`src/rtl/io_rx_controller.sv`:
```
// Byte-stream to image SRAM loader: accepts pixels over valid/ready and writes
// them row-major with a one-cycle registered SRAM write.

package img_sram_pkg;
  typedef struct packed {
    logic       sense_en;
    logic       write_en;
    logic [7:0] row;
    logic [7:0] col;
    logic [7:0] din;
  } img_sram_ctrl_t;
endpackage

module io_rx_controller
  import img_sram_pkg::*;
(
  input  logic           clk,
  input  logic           rst,
  input  logic           start,
  input  logic           abort,
  input  logic [7:0]     nrows,
  input  logic [7:0]     ncols,
  input  logic [7:0]     din,
  input  logic           din_valid,
  output logic           din_ready,
  output logic           busy,
  output logic           done,
  output logic           err_stray,
  output img_sram_ctrl_t sram_ctrl
);

  typedef enum logic [1:0] {IDLE, WRITE, DONE} state_t;

  state_t     state_reg, state_next;
  logic [7:0] row_idx_reg, row_idx_next;
  logic [7:0] col_idx_reg, col_idx_next;
  logic [7:0] nrows_l_reg, nrows_l_next;
  logic [7:0] ncols_l_reg, ncols_l_next;
  logic       err_stray_reg, err_stray_next;
  logic       wr_en_reg, wr_en_next;
  logic [7:0] wr_row_reg, wr_row_next;
  logic [7:0] wr_col_reg, wr_col_next;
  logic [7:0] wr_din_reg, wr_din_next;

  // Widened increments so a 255 index compares correctly instead of wrapping.
  logic [8:0] col_inc;
  logic [8:0] row_inc;
  logic       last_col;
  logic       last_pix;

  assign col_inc  = {1'b0, col_idx_reg} + 9'd1;
  assign row_inc  = {1'b0, row_idx_reg} + 9'd1;
  assign last_col = (col_inc > {1'b0, ncols_l_reg});
  assign last_pix = last_col && (row_inc > {1'b0, nrows_l_reg});

  always_ff @(posedge clk) begin
    if (rst) begin
      state_reg     <= IDLE;
      row_idx_reg   <= '0;
      col_idx_reg   <= '0;
      nrows_l_reg   <= '0;
      ncols_l_reg   <= '0;
      err_stray_reg <= 1'b0;
      wr_en_reg     <= 1'b0;
      wr_row_reg    <= '0;
      wr_col_reg    <= '0;
      wr_din_reg    <= '0;
    end else begin
      state_reg     <= state_next;
      row_idx_reg   <= row_idx_next;
      col_idx_reg   <= col_idx_next;
      nrows_l_reg   <= nrows_l_next;
      ncols_l_reg   <= ncols_l_next;
      err_stray_reg <= err_stray_next;
      wr_en_reg     <= wr_en_next;
      wr_row_reg    <= wr_row_next;
      wr_col_reg    <= wr_col_next;
      wr_din_reg    <= wr_din_next;
    end
  end

  always_comb begin
    state_next     = state_reg;
    row_idx_next   = row_idx_reg;
    col_idx_next   = col_idx_reg;
    nrows_l_next   = nrows_l_reg;
    ncols_l_next   = ncols_l_reg;
    err_stray_next = err_stray_reg;
    wr_en_next     = 1'b0;
    wr_row_next    = wr_row_reg;
    wr_col_next    = wr_col_reg;
    wr_din_next    = wr_din_reg;

    case (state_reg)
      IDLE: begin
        if (start && !abort) begin
          state_next     = WRITE;
          nrows_l_next   = nrows;
          ncols_l_next   = ncols;
          row_idx_next   = '0;
          col_idx_next   = '0;
          err_stray_next = 1'b0;
        end
      end

      WRITE: begin
        if (abort) begin
          // A beat handshaken alongside abort is dropped, never written.
          state_next   = IDLE;
          row_idx_next = '0;
          col_idx_next = '0;
        end else if (din_valid) begin
          wr_en_next  = 1'b1;
          wr_row_next = row_idx_reg;
          wr_col_next = col_idx_reg;
          wr_din_next = din;
          if (last_pix) begin
            state_next = DONE;
          end else if (last_col) begin
            col_idx_next = '0;
            row_idx_next = row_inc[7:0];
          end else begin
            col_idx_next = col_inc[7:0];
          end
        end
      end

      DONE: begin
        state_next   = IDLE;
        row_idx_next = '0;
        col_idx_next = '0;
      end

      default: begin
        state_next = IDLE;
      end
    endcase

    if (din_valid && (state_reg != WRITE)) begin
      err_stray_next = 1'b1;
    end
  end

  assign din_ready = (state_reg == WRITE);
  assign busy      = (state_reg != IDLE);
  assign done      = (state_reg == DONE);
  assign err_stray = err_stray_reg;

  assign sram_ctrl.sense_en = 1'b0;
  assign sram_ctrl.write_en = wr_en_reg;
  assign sram_ctrl.row      = wr_row_reg;
  assign sram_ctrl.col      = wr_col_reg;
  assign sram_ctrl.din      = wr_din_reg;

endmodule

```
`config.mk`:
```
export PLATFORM = sky130hd
export DESIGN_NAME = io_rx_controller
export DESIGN_NICKNAME = d
export VERILOG_FILES = /design/src/rtl/io_rx_controller.sv
export SDC_FILE = /design/constraint.sdc
export NUM_CORES = 1
export LEC_CHECK = 0
export BUFFER_PORTS_ARGS = -buffer_cell sky130_fd_sc_hd__buf_2
export CAP_MARGIN = 15
export CORE_UTILIZATION = 45
export CTS_CLUSTER_SIZE = 28
export DETAILED_ROUTE_END_ITERATION = 12
export GPL_TIMING_DRIVEN = 0
export PLACE_DENSITY = 0.75
export RECOVER_POWER = 25
export SYNTH_ARGS = -nofsm -noshare
export SYNTH_HDL_FRONTEND = slang
export SYNTH_SLANG_ARGS = --single-unit
```
`constraint.sdc`:
```
create_clock -name clk -period 3.7 [get_ports clk]
set_clock_uncertainty 0.1 [all_clocks]
set_input_delay 0.37 -clock clk [delete_from_list [all_inputs] [get_ports clk]]
set_output_delay 0.37 -clock clk [all_outputs]
set_load 0.1 [all_outputs]
```
==> run_results.csv <==
group,metric,value,unit
status,status,"finished clean",
synthesis,yosysUniqueCellTypes,55,
clock_tree,clk_pin_slew,0.07,ns
route,route.detailed.drc,0,
placement,dp.cells,523,
sta,setup_viol,0,
synthesis,yosysTopAreaCellShare,38.7,%
setup_path,worst-setup-path-type,"flop to flop",
setup_path,cp.arrival,3.58,ns
synthesis,syn_nets,437,
floorplan,start_util,47.8,%
sta,slew_violations,0,
floorplan,dieArea,7230,um^2
clock_tree,cts_tree,"yes",
floorplan,fp.dieH,85.0,um
finish,insertedDiodeCount,0,
flow_run,drv_cap,0,
floorplan,placementRows,29,
min_path,min_path_type,"input port to flop",
sta,rsz0062_at_grt,"false",
floorplan,die_x,85.0,um
clock_tree,clkLatencyLatePin,0.34,ns
setup_path,slowest_stage,"dfxtp_1",
route,route.met3.wl,320,um
power,p_leak,0.00144,uW
finish,fillers,654,
synthesis,ys_seq_elements,60,
synthesis,ys_seq_area_share,38.7,%
synthesis,ys_async_sr_fraction,0,%
floorplan,core_area,6490,um^2
route,wl_met2,3.44,mm
placement,place_hpwl,5.15,mm
route,routedWlPerCell,12.7,um
route,drt_wl_total,6.86,mm
clock_tree,cts_inserted_buffers,9,
global_route,antenna_found_initial,0,
power,p_per_area,375,nW/um^2
sta,slew_headroom,21.5,%
route,highest_layer,"met4",
setup_path,crit_path_max_incr_delay,0.50,ns
clock_tree,h-tree-depth,3,
route,m1WireLength,2.97,mm
synthesis,synth.most_common_cell,"nand2_1",
finish,instances_no_fill,539,
sta,setup_ws,0.291,ns
placement,routabilityCongestion,0.875,
synthesis,synth-edff-count,0,
finish,synthToLayoutAreaGrowth,17.0,%
finish,multi_input_area,1710,um^2
setup_path,worstSetupStartpointType,"flop",
synthesis,ys.flop_type,"dfxtp_1",
clock_tree,cts_buffer_depth,2,
route,ant_nets,0,
setup_path,crit_fanout,8,
sta,finalSetupTns,0,ns
synthesis,yosysTopAreaCell,"dfxtp_1",
setup_path,crit_chain,"ha_1 > nand3_2 > or2_1 > buf_6 > xnor2_1 > ha_1 > a21o_1 > a21oi_1 > o22ai_4 > nor3_2 > a211o_1 > buf_6 > mux2i_1",
sta,fmax,0.293,GHz
setup_path,worstPathRequired,3.87,ns
synthesis,syn_area_per_cell,7.95,um^2
global_route,grt_pass1_wl,11.4,mm
sta,hold_viol_final,0,
global_route,gr-total-overflow,0,
finish,drive_gt1_share,14.9,%
clock_tree,clock-root-buffer,"clkbuf_8",
finish,finalNetCount,504,
clock_tree,cts_setup_buffers,0,
global_route,grt_pass1_vias,2602,
synthesis,yosysWarnings,0,
clock_tree,post_cts_resized,0,
placement,pre_cts_slack,0.328,ns
setup_path,cp-end-kind,"flop",
route,vias,2799,
synthesis,syn-cell-area,3100,um^2
global_route,grt_max_degree,12,
finish,seq_area,1200,um^2
synthesis,synthCells,390,
route,via_per_inst,5.19,
sta,period_share,92.1,%
sta,holdWs,0.162,ns
route,drt-pass1-iter-count,4,
floorplan,io_pins,59,
global_route,grt_usage,19.8,%
sta,worst_pin_slew,1.18,ns
placement,portBuffers,56,
route,drtIter0Drc,92,
clock_tree,cts_sinks,60,
synthesis,ys_top_cells_by_count,"nand2_1, dfxtp_1, a21oi_1, inv_1, ha_1",
synthesis,ys_top_cells_by_area,"dfxtp_1, nand2_1, a21oi_1",
sta,period_minus_slack,3.41,ns
power,peakVddDrop,0.210,mV
clock_tree,cts_hold_buf,0,
==> layout make-up <==
class / count / share of cell area, %
Inverter: 21 / 2.17
Sequential cell: 60 / 33.1
Clock buffer: 11 / 3.90
Multi-Input combinational cell: 287 / 47.2
Buffer: 22 / 3.00
Timing Repair Buffer: 56 / 6.97
Clock inverter: 5 / 1.00
Tap cell: 77 / 2.66
==> layout by cell type (no fill, tap or decap), types with 3 or more instances in the layout <==
| cell type | n |
|---|---|
| a21oi_1 | 46 |
| a31oi_1 | 4 |
| and3_1 | 4 |
| buf_2 | 37 |
| clkbuf_1 | 38 |
| clkbuf_8 | 10 |
| clkinvlp_4 | 3 |
| dfxtp_1 | 60 |
| ha_1 | 18 |
| inv_1 | 21 |
| mux2i_1 | 7 |
| nand2_1 | 100 |
| nand2b_1 | 12 |
| nand3_1 | 10 |
| nand3b_1 | 3 |
| nor2_1 | 12 |
| nor2b_1 | 3 |
| nor3_1 | 3 |
| nor4_1 | 3 |
| o21ai_0 | 4 |
| o21ai_1 | 5 |
| xnor2_1 | 7 |
| xor2_1 | 5 |
==> metrics by stage <==
| step | cell area [um^2] | total power [uW] | utilization, % |
|---|---|---|---|
| finish | 3630 | 1360 | 55.9 |
| global route | 3630 | 1420 | 55.9 |
| global placement | 3480 | 843 | 53.6 |
| detailed placement | 3480 | 847 | 53.6 |
| floorplan | 3100 | 802 | - |
| CTS | 3660 | 1370 | 56.3 |
==> final timing paths <==
| kind | slack [ns] | endpoint | depth (start not counted) | start |
|---|---|---|---|---|
| worst max-delay path | 0.29 | row_idx_reg[7] | 13 | col_idx_reg[0] |
| worst min-delay path | 0.16 | wr_din_reg[3] | 3 | din[3] |
| worst max register to register | 0.29 | row_idx_reg[7] | 13 | col_idx_reg[0] |
| worst min register to register | 0.35 | nrows_l_reg[3] | 2 | nrows_l_reg[3] |
==> where the power goes <==
part	switching (uW)	leakage, uW	internal, uW
combinational	116	0.000873	54.7
clock	263	0.0000820	262
sequential	6.02	0.000486	657
==> routing by layer <==
| metal | GRT usage, % | vias to the layer above |
|---|---|---|
| met5 | 0 | - |
| met4 | 6.32 | 0 |
| met3 | 6.32 | 12 |
| met2 | 36.1 | 67 |
| met1 | 21.7 | 1270 |
| li1 | - | 1450 |
==> cells by family (layout without fill, tap and decap cells) <==
family / count (synthesis) / after routing / synth area share [%]
buf+inv: 43 / 115 / 6.05
flops: 60 / 60 / 38.7
other cells: 1 / 1 / 0.121
xor+xnor: 12 / 12 / 3.39
fa+ha+maj: 18 / 18 / 7.26
compound gates: 84 / 84 / 17.4
simple gates: 165 / 165 / 24.8
mux: 7 / 7 / 2.26
==> critical path: cells and delay by family (launching register included) <==
kind	cells	cell delay [ns]
AND/OR/NAND/NOR	3	0.77
adder cells (fa/ha/maj)	2	0.59
AO/OA/AOI/OAI	4	0.79
multiplexers	1	0.18
XOR/XNOR	1	0.12
buffers and inverters	2	0.27
flip-flops	1	0.50
(Power assumes the default switching activity.)
